## src/rtl/imm_pack.sv

```systemverilog
`default_nettype none
// ============================================================================
// Module      : imm_pack
// Description : Packs a 32-bit constant into the 24-bit instruction immediate
//               field for a given imm_src format; 2-stage valid/ready pipe
//               with range-error flag and saturating error counter.
// Revision    : 1.0 - initial release
// ============================================================================
module imm_pack #(
  parameter int ERR_CNT_W = 16
) (
  input  logic                 clk,
  input  logic                 rst_n,
  input  logic                 in_valid,
  output logic                 in_ready,
  input  logic [31:0]          in_value,
  input  logic [1:0]           in_imm_src,
  output logic                 out_valid,
  input  logic                 out_ready,
  output logic [23:0]          out_imm,
  output logic [1:0]           out_imm_src,
  output logic                 out_err,
  output logic [ERR_CNT_W-1:0] err_count,
  input  logic                 err_clr
);

  localparam logic [1:0] c_SRC_10 = 2'd0;
  localparam logic [1:0] c_SRC_12 = 2'd1;
  localparam logic [1:0] c_SRC_20 = 2'd2;

  logic                 r_s1_valid;
  logic [31:0]          r_s1_value;
  logic [1:0]           r_s1_src;
  logic                 r_out_valid;
  logic [23:0]          r_out_imm;
  logic [1:0]           r_out_src;
  logic                 r_out_err;
  logic [ERR_CNT_W-1:0] r_err_count;

  logic [23:0]          w_imm;
  logic                 w_err;
  logic                 w_in_fire;
  logic                 w_out_fire;
  logic                 w_s1_adv;

  // Encoding is combinational from s1 so the output register is the only one after it.
  always_comb begin
    w_imm = '0;
    w_err = 1'b0;
    case (r_s1_src)
      c_SRC_10: begin
        w_imm = {14'd0, r_s1_value[9:0]};
        w_err = |r_s1_value[31:10];
      end
      c_SRC_12: begin
        w_imm = {12'd0, r_s1_value[11:0]};
        w_err = |r_s1_value[31:12];
      end
      c_SRC_20: begin
        w_imm = {4'd0, r_s1_value[19:0]};
        w_err = |r_s1_value[31:20];
      end
      default: begin
        w_imm = '0;
        w_err = 1'b1;
      end
    endcase
  end

  assign w_s1_adv   = r_s1_valid && (!r_out_valid || out_ready);
  assign in_ready   = !r_s1_valid || !r_out_valid || out_ready;
  assign w_in_fire  = in_valid && in_ready;
  assign w_out_fire = r_out_valid && out_ready;

  always_ff @(posedge clk or negedge rst_n) begin
    if (!rst_n) begin
      r_s1_valid <= 1'b0;
      r_s1_value <= '0;
      r_s1_src   <= '0;
    end else if (w_in_fire) begin
      r_s1_valid <= 1'b1;
      r_s1_value <= in_value;
      r_s1_src   <= in_imm_src;
    end else if (w_s1_adv) begin
      r_s1_valid <= 1'b0;
    end
  end

  always_ff @(posedge clk or negedge rst_n) begin
    if (!rst_n) begin
      r_out_valid <= 1'b0;
      r_out_imm   <= '0;
      r_out_src   <= '0;
      r_out_err   <= 1'b0;
    end else if (w_s1_adv) begin
      r_out_valid <= 1'b1;
      r_out_imm   <= w_imm;
      r_out_src   <= r_s1_src;
      r_out_err   <= w_err;
    end else if (out_ready) begin
      r_out_valid <= 1'b0;
    end
  end

  // Clear takes priority over a same-cycle erroring transfer.
  always_ff @(posedge clk or negedge rst_n) begin
    if (!rst_n) begin
      r_err_count <= '0;
    end else if (err_clr) begin
      r_err_count <= '0;
    end else if (w_out_fire && r_out_err && !(&r_err_count)) begin
      r_err_count <= r_err_count + 1'b1;
    end
  end

  assign out_valid   = r_out_valid;
  assign out_imm     = r_out_imm;
  assign out_imm_src = r_out_src;
  assign out_err     = r_out_err;
  assign err_count   = r_err_count;

endmodule
`default_nettype wire

```

## config.mk

```make
export PLATFORM = sky130hd
export DESIGN_NAME = imm_pack
export DESIGN_NICKNAME = d
export VERILOG_FILES = /design/src/rtl/imm_pack.sv
export SDC_FILE = /design/constraint.sdc
export NUM_CORES = 1
export LEC_CHECK = 0
export ABC_AREA = 0
export CAP_MARGIN = 20
export CORE_UTILIZATION = 45
export CTS_CLUSTER_DIAMETER = 50
export DETAILED_ROUTE_END_ITERATION = 10
export PLACE_DENSITY = 0.75
export RECOVER_POWER = 100
export SETUP_SLACK_MARGIN = 0.2
export SLEW_MARGIN = 10
export SYNTH_ARGS = -nofsm -noshare
export SYNTH_HDL_FRONTEND = slang
export SYNTH_SLANG_ARGS = --single-unit
```

## constraint.sdc

```tcl
create_clock -name clk -period 4.4 [get_ports clk]
set_input_delay 1.32 -clock clk [delete_from_list [all_inputs] [get_ports clk]]
set_output_delay 1.32 -clock clk [all_outputs]
set_load 0.1 [all_outputs]
```

# == Word-level counts from Yosys, hierarchy flattened ==
# Cells that the tools add are included.
# op_classes
muxes,8
reduce_logical,19
add_sub_neg,1
n_eq_ne,2
# ops
operator,n
$pmux 20 s3,1
$mux 16,2
$reduce_or 22->1,1
$reduce_or 20->1,1
$add 16x1->16 const B,1
$reduce_and 16->1,1
$reduce_or 12->1,1
$reduce_bool 2->1,3
$logic_and 1x1->1,5
$mux 1,4
$logic_not 1->1,3
$logic_or 1x1->1,3
$pmux 1 s3,1
$eq 2x1->1 const B,1
$eq 2x2->1 const B,1
$logic_not 2->1,1
# word_totals
output_inout_bits,45
elab_cells,38
ff_bits,79

# == Longest topological paths before layout ==
# logic_depth
depth_word,5
mapped_depth,7
depth_no_buf,5

# == Least setup slack after synthesis ==
# No wires, ideal clock.
# synth_path
path_type,input port to output port
startpoint,input port out_ready
endpoint,output port in_ready
t_arrival_ns,2.147
n_path_buf,0
cell_stages,1
required_ns,3.080
slack_ns,0.933
cell_sequence,nand3b_1
# synth_between
elab_chain_len,1
# synth_rtl
item,line_no,text
start: declaration,19,"input logic out_ready,"
$logic_or 1x1->1,71,assign in_ready = !r_s1_valid || !r_out_valid || out_ready;
end: declaration,15,"output logic in_ready,"
# Every way passes these cells.

# == Worst setup path in the final report ==
# Ends and elaborated chain as after synthesis.

==> flow_summary_export.csv <==
group,metric,value,unit
status,status,"finished with violations",
status,violations,"max-capacitance violations, max-slew violations",
sta,finalSetupViolCount,0,
floorplanning,start_util,47.41,%
global_route,grt_first_pass_wirelength,11050,um
power,finalPower,0.001906,W
layout,ff_latch_area,1877,um^2
sta,fin_skew,0.006487,ns
clock_tree,clock_tree.buffer_depth,2,
setup_path,slowest_stage,"dlygate4sd3_1",
setup_path,cp_data_arrival_time,2.57,ns
sta,worst_slack,0.5128,ns
setup_path,crit_required,3.08,ns
yosys,seq_area_frac_synth,57.32,%
clock_tree,post_cts_buffers,0,
floorplanning,dieHeight,87.30,um
detailed_routing,first_pass_iters,4,
layout,fillers,612,
detailed_routing,drt-total-wl,6539,um
yosys,synth_edf_count,0,
sta,fin_crit_sh,88.34,%
floorplanning,dieArea,7621,um^2
place,port_buffers,79,
setup_path,cp_cell_sequence,"dlygate4sd3_1 -> nand3b_1 -> clkbuf_2",
sta,finalMaxSlewViolations,76,
sta,max_freq,257.3,MHz
sta,worstMarginPinSlew,1.832,ns
yosys,yosys.cell_types.count,46,
power,ir_worst_vdd,0.0003678,V
sta,hold_viol,0,
clock_tree,hold_buffers,0,
yosys,avgSynthCellArea,11.69,um^2
floorplanning,core,6907,um^2
global_route,grt_pass1_vias,2408,
place,hpwlAfterDp,4568,um
detailed_routing,vias,2420,
clock_tree,clk_latency,0.34,ns
sta,rsz0062_at_grt,"false",
clock_tree,clk_pin_slew,0.07,ns
setup_path,critPathCaptureType,"output pin",
layout,drive_gt1_share,18.23,%
global_route,grt_overflow,0,
yosys,ys_ff_latch,75,
job,maxCapViolCount,1,
clock_tree,cts_buffers,9,
place,place_congestion,0.7424,
detailed_routing,first_iter_violations,119,
layout,diodes,0,
detailed_routing,post_drt_wl_per_cell,14.28,um
global_route,grt_antenna_before_repair,0,
worst_hold_path,hold_class,"flip-flop to flip-flop",
power,leakagePower,1.863,nW
detailed_routing,ant_nets,0,
global_route,grt.total_usage,19.07,%
clock_tree,cts.sinks,75,
floorplanning,chipWidth,87.30,um
yosys,synth.cell_area,3274,um^2
clock_tree,cts_tree,"yes",
detailed_routing,via_per_inst,5.284,
setup_path,max_stage_delay,0.57,ns
floorplanning,ioPinCount,84,
clock_tree,h-tree-depth,3,
sta,setup_tns,0,ns
sta,period_minus_slack,3.887,ns
sta,slew_headroom,-22.15,%
setup_path,start_kind,"input pin",
yosys,ys_warn_count,0,
layout,area_growth_syn_to_layout,28.93,%
yosys,async_reset_ff_share,100.0,%
clock_tree,root_buffer,"clkbuf_8",
layout,fin_nets,398,
layout,multi_input_area,1271,um^2
floorplanning,rows,30,
setup_path,worst-setup-path-type,"input pin to output pin",
yosys,ys.flop_type,"dfrtp_1",
place,dp_slack,0.8043,ns
global_route,grt_max_degree,76,
setup_path,rrSetupSlack,2.27,ns
detailed_routing,drc,0,
clock_tree,cts_resized,0,
setup_path,crit_fanout,4,
power,p_per_area,451.4,nW/um^2
yosys,netlist_instances,280,
==> power breakdown <==
group	internal, W	switching (W)	leakage, nW
logic	0.000159	0.000463	0.842
registers	0.000781	0.0000582	0.936
clock network	0.000215	0.000230	0.0860
total	0.00115	0.000751	1.86
==> stage by stage <==
step / area, um^2 / instances / util (%) / hold slack (ns)
5_1_grt: 4222 / 458 / 61.12 / 0.5109
2_1_floorplan: 3286 / 283 / - / 0.4569
6_report: 4222 / 458 / 61.12 / 0.4764
3_3_place_gp: 4106 / 443 / 59.46 / 0.4619
4_1_cts: 4267 / 458 / 61.78 / 0.4910
3_5_place_dp: 4106 / 443 / 59.46 / 0.4730
==> synthesized netlist by cell type, types with 2 or more instances <==
library cell / count / area share (%)
a21oi_1: 8 / 1.2
a22o_1: 2 / 0.54
a31oi_1: 4 / 0.76
and3_2: 2 / 0.46
and4_4: 2 / 0.69
buf_2: 3 / 0.46
buf_4: 4 / 0.92
buf_6: 2 / 0.69
clkbuf_1: 6 / 0.69
dfrtp_1: 75 / 57
mux2_2: 40 / 14
nand2_1: 43 / 4.9
nand2b_1: 3 / 0.57
nand3_1: 2 / 0.31
nand3b_1: 2 / 0.46
nand4_1: 8 / 1.5
nor2_1: 7 / 0.80
nor2b_1: 5 / 0.96
nor3_1: 3 / 0.46
nor4_1: 5 / 0.96
o21ai_0: 25 / 3.8
o21bai_1: 2 / 0.46
or3_1: 2 / 0.38
or3_2: 3 / 0.69
==> final timing paths <==
path / startpoint / to / cells past startpoint
min in group asynchronous: rst_n / out_imm[6] / 1
worst min register to register: out_imm[8] / out_imm[8] / 2
max in group asynchronous: rst_n / r_s1_valid / 1
worst min-delay path: out_imm[8] / out_imm[8] / 2
worst max-delay path: out_ready / in_ready / 3
worst max register to register: err_count[0] / err_count[6] / 5
==> layout by cell type, fill, tap and decap left out, types with 4 or more instances in the layout <==
cell type,Yosys,layout
nand2_1,43,43
dlygate4sd3_1,0,41
mux2_2,40,40
nor4_1,5,6
nor2b_1,5,5
clkdlybuf4s50_1,0,36
nor3_1,3,4
o21ai_0,25,25
clkbuf_8,1,10
nand4_1,8,8
a21oi_1,8,8
nor2_1,7,7
a31oi_1,4,4
conb_1,1,4
dfrtp_1,75,75
==> cell type report <==
type	instances	share of cell area, %
Tap cell	96	2.845
Timing Repair Buffer	81	18.70
Sequential cell	75	44.46
Clock buffer	12	3.438
Multi-Input combinational cell	190	30.11
Clock inverter	3	0.3557
Inverter	1	0.08892
==> cell families after synthesis <==
group                      synth area share, %
muxes                                    13.76
buffers and inverters                    3.553
and+or+nand+nor                          16.55
other                                   0.1145
adders and majority gates               0.3821
AOI/OAI and AO/OA                        8.063
DFF                                      57.32
xor gates and xnor gates                0.2675
==> registers in the layout, summed over array words and instances (netlist names) <==
name         flops
r_s1_src         2
out_err          1
out_imm         20
r_s1_value      32
r_s1_valid       1
out_valid        1
out_imm_src      2
err_count       16
==> worst max-delay path: cells and delay by family <==
kind          cells  cell delay, ns
buf+inv           2            1.06
simple gates      1            0.18
==> layer usage <==
metal | wire, um | GRT usage, % | vias up | part of all wire (%)
met4 | 86 | 6.855 | 0 | 1.3
met3 | 367 | 6.161 | 7 | 5.6
met5 | 0 | 0 | - | 0
li1 | - | - | 1146 | -
met1 | 2949 | 24.44 | 1187 | 45
met2 | 3135 | 30.40 | 80 | 48
Power figures use the tool's default switching activity.
